<file path="src/rtl/q2_clock_seq.sv">
// Run/stop machine-cycle sequencer: a programmable prescaler drives a one-hot phase ring.
// An end-of-cycle strobe goes to sc or ws. Stop and step finish the current machine cycle before going idle.
module q2_clock_seq #(
  parameter int DIV_W  = 8,
  parameter int PHASES = 4
) (
  input  logic              clk,
  input  logic              rst,
  input  logic              start,
  input  logic              stop,
  input  logic              step,
  input  logic [DIV_W-1:0]  div,
  input  logic              cdiv,
  output logic              tick,
  output logic [PHASES-1:0] phase,
  output logic              sc,
  output logic              ws,
  output logic              running
);

  localparam int IDX_W = (PHASES > 2) ? $clog2(PHASES) : 1;
  localparam logic [IDX_W-1:0] LAST_IDX = IDX_W'(PHASES - 1);

  typedef enum logic [1:0] {
    IDLE = 2'd0,
    RUN  = 2'd1,
    HALT = 2'd2,
    STEP = 2'd3
  } state_t;

  state_t           state_q;
  logic [DIV_W-1:0] cnt_q;
  logic [DIV_W-1:0] div_q;
  logic [IDX_W-1:0] idx_q;

  logic [DIV_W-1:0] cnt_d;
  logic [IDX_W-1:0] idx_d;
  logic             active;
  logic             last_idx;
  logic             eoc;

  assign active   = (state_q != IDLE);
  assign tick     = active && (cnt_q == div_q);
  assign last_idx = (idx_q == LAST_IDX);
  assign eoc      = tick && last_idx;
  assign sc       = eoc && cdiv;
  assign ws       = eoc && !cdiv;
  assign running  = active;

  // cnt_q never passes div_q because div_q only reloads together with cnt_q clearing.
  assign cnt_d = tick ? '0 : cnt_q + 1'b1;
  assign idx_d = !tick ? idx_q : (last_idx ? '0 : idx_q + 1'b1);

  generate
    for (genvar gi = 0; gi < PHASES; gi++) begin : g_phase
      assign phase[gi] = active && (idx_q == IDX_W'(gi));
    end
  endgenerate

  always_ff @(posedge clk) begin
    if (rst) begin
      state_q <= IDLE;
      cnt_q   <= '0;
      idx_q   <= '0;
      div_q   <= '0;
    end else begin
      case (state_q)
        IDLE: begin
          if (!stop && (start || step)) begin
            state_q <= start ? RUN : STEP;
            cnt_q   <= '0;
            idx_q   <= '0;
            div_q   <= div;
          end
        end
        RUN: begin
          cnt_q <= cnt_d;
          idx_q <= idx_d;
          if (tick) div_q <= div;
          if (stop) state_q <= HALT;
        end
        HALT, STEP: begin
          // A finishing cycle wraps cnt/idx back to zero on its own at eoc.
          cnt_q <= cnt_d;
          idx_q <= idx_d;
          if (tick) div_q <= div;
          if (start)    state_q <= RUN;
          else if (eoc) state_q <= IDLE;
        end
        default: begin
          state_q <= IDLE;
          cnt_q   <= '0;
          idx_q   <= '0;
        end
      endcase
    end
  end

endmodule

</file>
<file path="config.mk">
export PLATFORM = sky130hd
export DESIGN_NAME = q2_clock_seq
export DESIGN_NICKNAME = d
export VERILOG_FILES = /design/src/rtl/q2_clock_seq.sv
export SDC_FILE = /design/constraint.sdc
export NUM_CORES = 1
export LEC_CHECK = 0
export BUFFER_PORTS_ARGS = -buffer_cell sky130_fd_sc_hd__buf_2
export CAP_MARGIN = 10
export CORE_AREA = 5 5 51 53
export CTS_BUF_LIST = sky130_fd_sc_hd__clkbuf_16
export DETAILED_ROUTE_END_ITERATION = 6
export DIE_AREA = 0 0 56 58
export PLACE_DENSITY = 0.88
export SLEW_MARGIN = 0
export SYNTH_ARGS = -nofsm -noshare
export SYNTH_HDL_FRONTEND = slang
export SYNTH_SLANG_ARGS = --single-unit
export TNS_END_PERCENT = 100
</file>
<file path="constraint.sdc">
create_clock -name clk -period 2.6 [get_ports clk]
set_input_delay 0.26 -clock clk [delete_from_list [all_inputs] [get_ports clk]]
set_output_delay 0.26 -clock clk [all_outputs]
set_load 0.1 [all_outputs]
</file>
; ---- Word level (Yosys, flattened, before mapping)
; Index checks and enable logic that the tools add are counted.
[op_classes]
add_sub_neg = 2
multipliers = 0
div = 0
n_lt_le_gt_ge = 0
eq_ne = 11
shift = 0
mux = 16
bitwise_logic = 0
reduce_logical = 19
[ops]
columns = cell, count
row1 = 8-bit two-way mux, 4
row2 = 8-bit one-hot mux with 2 select lines, 2
row3 = 2-bit two-way mux, 8
row4 = 1-bit logical AND, 9
row5 = 8-bit by 1-bit adder with 8-bit output (second input constant), 1
row6 = 2-bit == test (second input constant), 4
row7 = 8-bit == test, 1
row8 = 2-bit one-hot mux with 3 select lines, 1
row9 = 2-bit by 1-bit == test with 1-bit output (second input constant), 2
row10 = 2-bit zero test, 2
row11 = 2-bit inequality test (second input constant), 2
row12 = 2-bit one-hot mux with 2 select lines, 1
row13 = 3-bit inequality test (second input constant), 1
row14 = 3-bit AND reduction, 1
row15 = 3-bit OR reduction, 1
row16 = 2-bit by 1-bit adder with 2-bit output (second input constant), 1
row17 = 1-bit zero test, 2
row18 = 2-bit by 1-bit inequality test with 1-bit output (second input constant), 1
row19 = 2-bit AND reduction, 1
row20 = 2-bit nonzero test, 1
row21 = 2-bit OR reduction, 1
row22 = 1-bit logical OR, 1
[word_totals]
ff_bits = 20
latch_bits = 0
ramBits = 0
mem_bits_ro = 0
input_bits = 14
out_inout_bits = 8
word_cells = 52
mem_count = 0

; ---- Depth between registers and ports, before layout
; Gate-level depths: netlist of the first run.
[depth]
depth_word = 6
ltp_mapped = 7
ltp_nobuf = 6

; ---- Least setup slack after synthesis of the first run
; OpenSTA, ideal clock, no wires.
[synth_timing]
path_kind = register to output
startpoint = register cnt_q[2]
endpoint = output ws
t_arrival_ns = 2.727
required_time_ns = 2.340
setup_slack_ns = -0.387
path_stages_with_launch = 7
path_buffers = 1
path_cell_list = dfxtp_1 -> xor2_1 -> nor4_2 -> and3_1 -> buf_4 -> nand2_1 -> nor2_1
[synth_between]
elab_chain_len = 4
[synth_rtl]
columns = element, line_no
row1 = start: declaration, 32  ; logic [DIV_W-1:0] cnt_q;
row2 = start signal: assignment, 77  ; cnt_q <= cnt_d;
row3 = start signal: assignment, 84  ; cnt_q <= cnt_d;
row4 = 8-bit == test, 43  ; assign tick = active && (cnt_q == div_q);
row5 = 1-bit logical AND, 43
row6 = via tick, 14  ; output logic tick,
row7 = 1-bit logical AND, 45  ; assign eoc = tick && last_idx;
row8 = 1-bit logical AND, 47  ; assign ws = eoc && !cdiv;
row9 = end: declaration, 17  ; output logic ws,
; The timed path passes the listed nets, and every way through them passes these cells.

; ---- Worst setup path in the final report of the first run
[layout_timing]
startpoint = register cnt_q[2]
endpoint = output sc
[layout_between]
elab_chain_len = 4
[layout_rtl]
columns = element, line_no
row1 = 8-bit == test, 43
row2 = 1-bit logical AND, 43
row3 = 1-bit logical AND, 45
row4 = 1-bit logical AND, 46  ; assign sc = eoc && cdiv;
row5 = end: declaration, 16  ; output logic sc,
; Every way passes these cells.

==> results.yml, run 1 <==
status:
  status: "finished clean"
clocking:
  htreeDepth: 1
  post-cts-setup-buffer-count: 0
  cts_num_sinks: 20
  insertion_delay_ns: 0.25
  cts_resized: 0
  cts_tree: "yes"
  numCtsBuffers: 3
  path_clk_slew_ns: 0.06
  cts_buffer_depth: 2
  hold_buffers: 0
  cts-root-buf: "clkbuf_16"
timing:
  rsz0062_at_grt: "no"
  period_share_pct: 93.6
  maxSlewViolCount: 0
  slew_headroom_pct: 55.7
  hold_viol: 0
  fin_skew_ns: 0.00375
  layout_min_cycle_time_ns: 2.43
  setup_tns_ns: 0
  tightest_slew_ns: 0.664
  setup_viol: 0
  fin_ws_ns: 0.168
  max_freq_mhz: 411
worst_setup_path:
  path_max_fanout: 12
  cp_cell_sequence: "xor2_1, nor4_2, and3_2, and3_1, buf_2"
  cpPeakStageDelay_ns: 0.42
  path_buf_inv: 1
  path_delay_family: "simple AND/OR/NAND/NOR gates"
  crit_required_ns: 2.34
  rr_worst_depth: 5
  rrSetupSlack_ns: 0.50
  cp_slowest_cell: "buf_2"
  path_class: "flip-flop to primary output"
  r2r_end: "cnt_q[7]"
  cp.arrival_ns: 2.17
  r2r-start: "state_q[1]"
  start_kind: "flip-flop"
  end_kind: "primary output"
placed_design:
  gp_congestion: 0.806
  pre_cts_slack_ns: 0.390
  portBuffers: 21
  dp_hpwl_um: 1910
power_and_ir_drop:
  power_frac_clock_pct: 40.5
  p_switching_mw: 0.326
  peakVddDrop_v: 0.000475
  power_frac_comb_pct: 25.5
  leakage_nw: 0.582
  finalPower_mw: 1.04
  p_int_mw: 0.716
  swShare_pct: 31.3
  power-per-cell-area_nw_per_um2: 760
  pwr-share-seq_pct: 33.9
finish:
  nFillCells: 191
  diodes: 0
  layout.cells.most_common: "buf_2"
  final_cell_mix: "21 x buf_2, 20 x dfxtp_1, 17 x a21oi_1"
  drive_gt1_share_pct: 18.8
  syn_to_final_growth_pct: 18.8
  final_nets: 185
die:
  initial_core_util_pct: 54.8
  ios: 22
  std_cell_rows: 17
  dieArea_um2: 3250
  die_h_um: 58
  core_um2: 2110
  die_w_um: 56
yosys:
  synth_top_area_cell: "dfxtp_1"
  synth_area_um2: 1150
  synth_sequential_area_ratio_pct: 34.7
  synth_top_area_share_pct: 34.7
  synth_cells: 146
  synth_area_leaders: "dfxtp_1 35%, a21oi_1 7.4%, xor2_1 6.1%, nand3b_1 5.9%, ha_1 5.4%"
  yosys_warnings: 0
  ys_types: 33
  syn_area_per_cell_um2: 7.90
  synth_nets: 165
  yosys_register_bits: 20
hold_path:
  hp-class: "primary input to flip-flop"
  whs_path_depth: 3
  holdPathEnd: "div_q[5]"
  holdCritStartpoint: "div[5]"
routing:
  viasPerCell: 5.73
  wl_per_cell_um: 13.1
  drtIter0Drc: 26
  drtPass1Iterations: 4
  vias: 1106
  drc: 0
  totalWireLength_um: 2530
  ant_nets: 0
grt:
  overflow: 0
  first_global_vias: 1017
  grt_pass1_wl_um: 4240
  grt_usage_pct: 16.0
  antenna_found_initial: 0
  grt_max_degree: 26
job:
  cap_violations: 0
==> power groups by stage <==
stage               clock, mW  combinational (mW)  sequential, mW
global route            0.446               0.289           0.357
finish                  0.422               0.266           0.353
detailed placement          0               0.264           0.360
CTS                     0.430               0.265           0.354
floorplan                   0               0.224           0.354
global placement            0               0.253           0.358
==> worst min-delay path, cell delays in order <==
cell and delay, ns:
buf_2 0.09, nand3b_1 0.07, a21oi_1 0.06
==> per-layer routing <==
layer / vias to the layer above / wire length, µm / track usage [%]
li1: 556 / - / -
met1: 509 / 1090 / 17.5
met2: 36 / 1230 / 29.4
met3: 5 / 164 / 3.79
met4: 0 / 43 / 6.78
met5: - / 0 / 0
==> logic make-up after synthesis <==
kind of cell,count (synthesis),share of synthesized area [%]
muxes,1,0.868
AOI/OAI and AO/OA,41,20.0
and+or+nand+nor,59,27.9
DFF,20,34.7
xor gates and xnor gates,8,6.07
adders and majority gates,5,5.42
buffers and inverters,12,5.10
==> synthesized netlist by cell type <==
cell,number
or2_2,1
buf_4,1
a21oi_1,17
nand3_1,9
nor2b_1,2
inv_1,5
or4_1,1
nor3b_1,1
mux2i_1,1
and4b_1,1
and2_1,4
dfxtp_1,20
a211o_1,1
ha_1,5
a31oi_1,6
nor2_1,10
nand2_1,12
and2_0,1
xor2_1,8
buf_2,2
a31oi_2,1
nor4_2,1
clkbuf_1,3
o21bai_1,1
o22ai_1,1
nor3_1,4
o21a_1,1
buf_6,1
or3_1,1
o21ai_1,1
o21ai_0,12
nand3b_1,9
and3_1,2
==> layout make-up <==
cell class | count | area (µm²) | area share [%]
Multi-Input combinational cell | 114 | 698 | 51.0
Clock buffer | 3 | 75.1 | 5.48
Inverter | 5 | 18.8 | 1.37
Timing Repair Buffer | 22 | 113 | 8.22
Tap cell | 28 | 35.0 | 2.56
Sequential cell | 20 | 400 | 29.2
Clock inverter | 1 | 30.0 | 2.19
==> registers in the layout, summed over array words and instances (netlist names) <==
signal   cells
cnt_q        8
div_q        8
idx_q        2
state_q      2
==> how the worst max path moves through the flow <==
stage | from | end | slack, ns | cells after the start
after floorplan | cnt_q[2] | ws | 0.06 | 6
after global placement | cnt_q[2] | sc | 0.47 | 5
after detailed placement | cnt_q[5] | sc | 0.39 | 5
after CTS | cnt_q[2] | sc | 0.11 | 5
after global routing | cnt_q[2] | ws | 0.06 | 6
final | cnt_q[2] | sc | 0.17 | 5
==> metrics by stage <==
step / hold slack, ns / utilization (%) / cells / instance area (µm²)
2_1_floorplan: 0.426 / - / 146 / 1160
3_3_place_gp: 0.476 / 60.0 / 189 / 1260
3_5_place_dp: 0.481 / 60.0 / 189 / 1260
4_1_cts: 0.271 / 65.0 / 193 / 1370
5_1_grt: 0.281 / 65.1 / 193 / 1370
6_report: 0.271 / 65.1 / 193 / 1370
(Power assumes the default switching activity.)
==> run 2: changes to the inputs <==
--- a/config.mk
+++ b/config.mk
@@ -7,11 +7,11 @@
 export LEC_CHECK = 0
 export BUFFER_PORTS_ARGS = -buffer_cell sky130_fd_sc_hd__buf_2
 export CAP_MARGIN = 10
-export CORE_AREA = 5 5 51 53
+export CORE_AREA = 5 5 53 55
 export CTS_BUF_LIST = sky130_fd_sc_hd__clkbuf_16
 export DETAILED_ROUTE_END_ITERATION = 6
-export DIE_AREA = 0 0 56 58
-export PLACE_DENSITY = 0.88
+export DIE_AREA = 0 0 58 60
+export PLACE_DENSITY = 0.83
 export SLEW_MARGIN = 0
 export SYNTH_ARGS = -nofsm -noshare
 export SYNTH_HDL_FRONTEND = slang
==> constraint.sdc (replaced) <==
create_clock -name clk -period 2.58 [get_ports clk]
set_input_delay 0.258 -clock clk [delete_from_list [all_inputs] [get_ports clk]]
set_output_delay 0.258 -clock clk [all_outputs]
set_load 0.1 [all_outputs]
==> results.yml, run 2 (synthesized netlist as in run 1, its figures left out) <==
power_and_ir_drop:
  pwr-share-seq_pct: 37.3
  swShare_pct: 34.0
  leakage_nw: 0.577
  power_frac_comb_pct: 29.8
  power-per-cell-area_nw_per_um2: 701
  finalPower_mw: 0.955
  p_switching_mw: 0.325
  peakVddDrop_v: 0.000495
  p_int_mw: 0.630
  power_frac_clock_pct: 32.9
clocking:
  numCtsBuffers: 3
  cts_buffer_depth: 2
  post-cts-setup-buffer-count: 0
  cts_num_sinks: 20
  cts_tree: "yes"
  htreeDepth: 1
  path_clk_slew_ns: 0.05
  cts-root-buf: "clkbuf_16"
  insertion_delay_ns: 0.25
finish:
  drive_gt1_share_pct: 18.8
  fin_cells: 195
  final_cell_mix: "21 x buf_2, 20 x dfxtp_1, 17 x a21oi_1"
  layout.cells.most_common: "buf_2"
  reg_top3: "cnt_q: 8 flops, div_q: 8 flops"
  diodes: 0
  final_nets: 186
  fin_area_um2: 1360
  syn_to_final_growth_pct: 18.1
timing:
  rsz0062_at_grt: "no"
  period_share_pct: 92.2
  layout_min_cycle_time_ns: 2.38
  setup_viol: 0
  tightest_slew_ns: 0.677
  fin_skew_ns: 0.00189
  slew_headroom_pct: 54.8
  maxSlewViolCount: 0
  hold_viol: 0
  max_freq_mhz: 421
  setup_tns_ns: 0
die:
  initial_core_util_pct: 49.3
  die_h_um: 60
  core_um2: 2340
  dieArea_um2: 3480
  std_cell_rows: 18
  ios: 22
  die_w_um: 58
grt:
  overflow: 0
  grt_pass1_wl_um: 4470
  grt_usage_pct: 16.7
  grt_max_degree: 21
  antenna_found_initial: 0
  first_global_vias: 1069
job:
  cap_violations: 0
routing:
  wl_per_cell_um: 13.6
  wl_met3_um: 188
  drc: 0
  totalWireLength_um: 2650
  drtIter0Drc: 62
  drtPass1Iterations: 4
  vias: 1119
  ant_nets: 0
  viasPerCell: 5.74
  wl_met1_um: 1040
  highest_layer: "met4"
  wl_met2_um: 1370
placed_design:
  dp_hpwl_um: 1950
  post_dp_cell_area_um2: 1290
  gp_congestion: 0.830
  portBuffers: 21
  place_inst: 192
worst_setup_path:
  cp.arrival_ns: 2.12
  crit_required_ns: 2.32
  path_class: "flip-flop to primary output"
  end_kind: "primary output"
  path_max_fanout: 12
  start_kind: "flip-flop"
status:
  status: "finished clean"
hold_path:
  hp-class: "primary input to flip-flop"
[run 2: changes by cell type in the layout (fill, tap and decap cells not counted)]
cell       before  now
bufinv_16       1    0
buf_12          0    1
[run 2: worst max-delay path, stage by stage (launching register included)]
cell,delay [ns]
dfxtp_1,0.36
xor2_1,0.18
nor3_1,0.35
and3_2,0.39
nand2_1,0.09
nor2_2,0.07
buf_2,0.42
[run 2: metal layers]
layer  GRT usage, %  vias to the layer above
li1               -                      555
met1           18.6                      520
met2           30.6                       39
met3           2.59                        5
met4           8.28                        0
met5              0                        -
[run 2: path summary, 6_finish.rpt]
path | start | to | slack, ns | cells past startpoint
min | div[2] | div_q[2] | 0.27 | 3
min reg2reg | div_q[2] | div_q[2] | 0.48 | 2
max | cnt_q[5] | ws | 0.20 | 6
max reg2reg | cnt_q[5] | div_q[5] | 0.81 | 6
[run 2: what timing repair did]
item                       in CTS  in global routing
resized for setup               0                  1
hold buffers                    0                  0
hold endpoints to repair        0                  0
setup endpoints to repair       0                  2
[run 2: metrics by stage]
stage          setup slack (ns)  hold WS, ns  util, %
2_1_floorplan            0.0402        0.424        -
3_3_place_gp              0.424        0.473     54.9
3_5_place_dp              0.369        0.485     54.9
4_1_cts                  0.0926        0.269     58.1
5_1_grt                  0.0357        0.282     58.2
6_report                  0.202        0.271     58.2
[run 2: final cells by class]
cell class / count / area (µm²)
clock buffer: 3 / 75.1
fill: 226 / 980
inverter: 5 / 18.8
multi-input combinational: 114 / 698
sequential: 20 / 400
tap: 30 / 37.5
timing repair buffer: 23 / 133
[run 2: power groups by stage]
stage	clock [mW]	sequential (mW)	combinational, mW
after floorplan	0	0.357	0.226
after global placement	0	0.361	0.272
after detailed placement	0	0.363	0.282
after CTS	0.321	0.356	0.284
after global routing	0.333	0.360	0.309
final	0.314	0.356	0.285
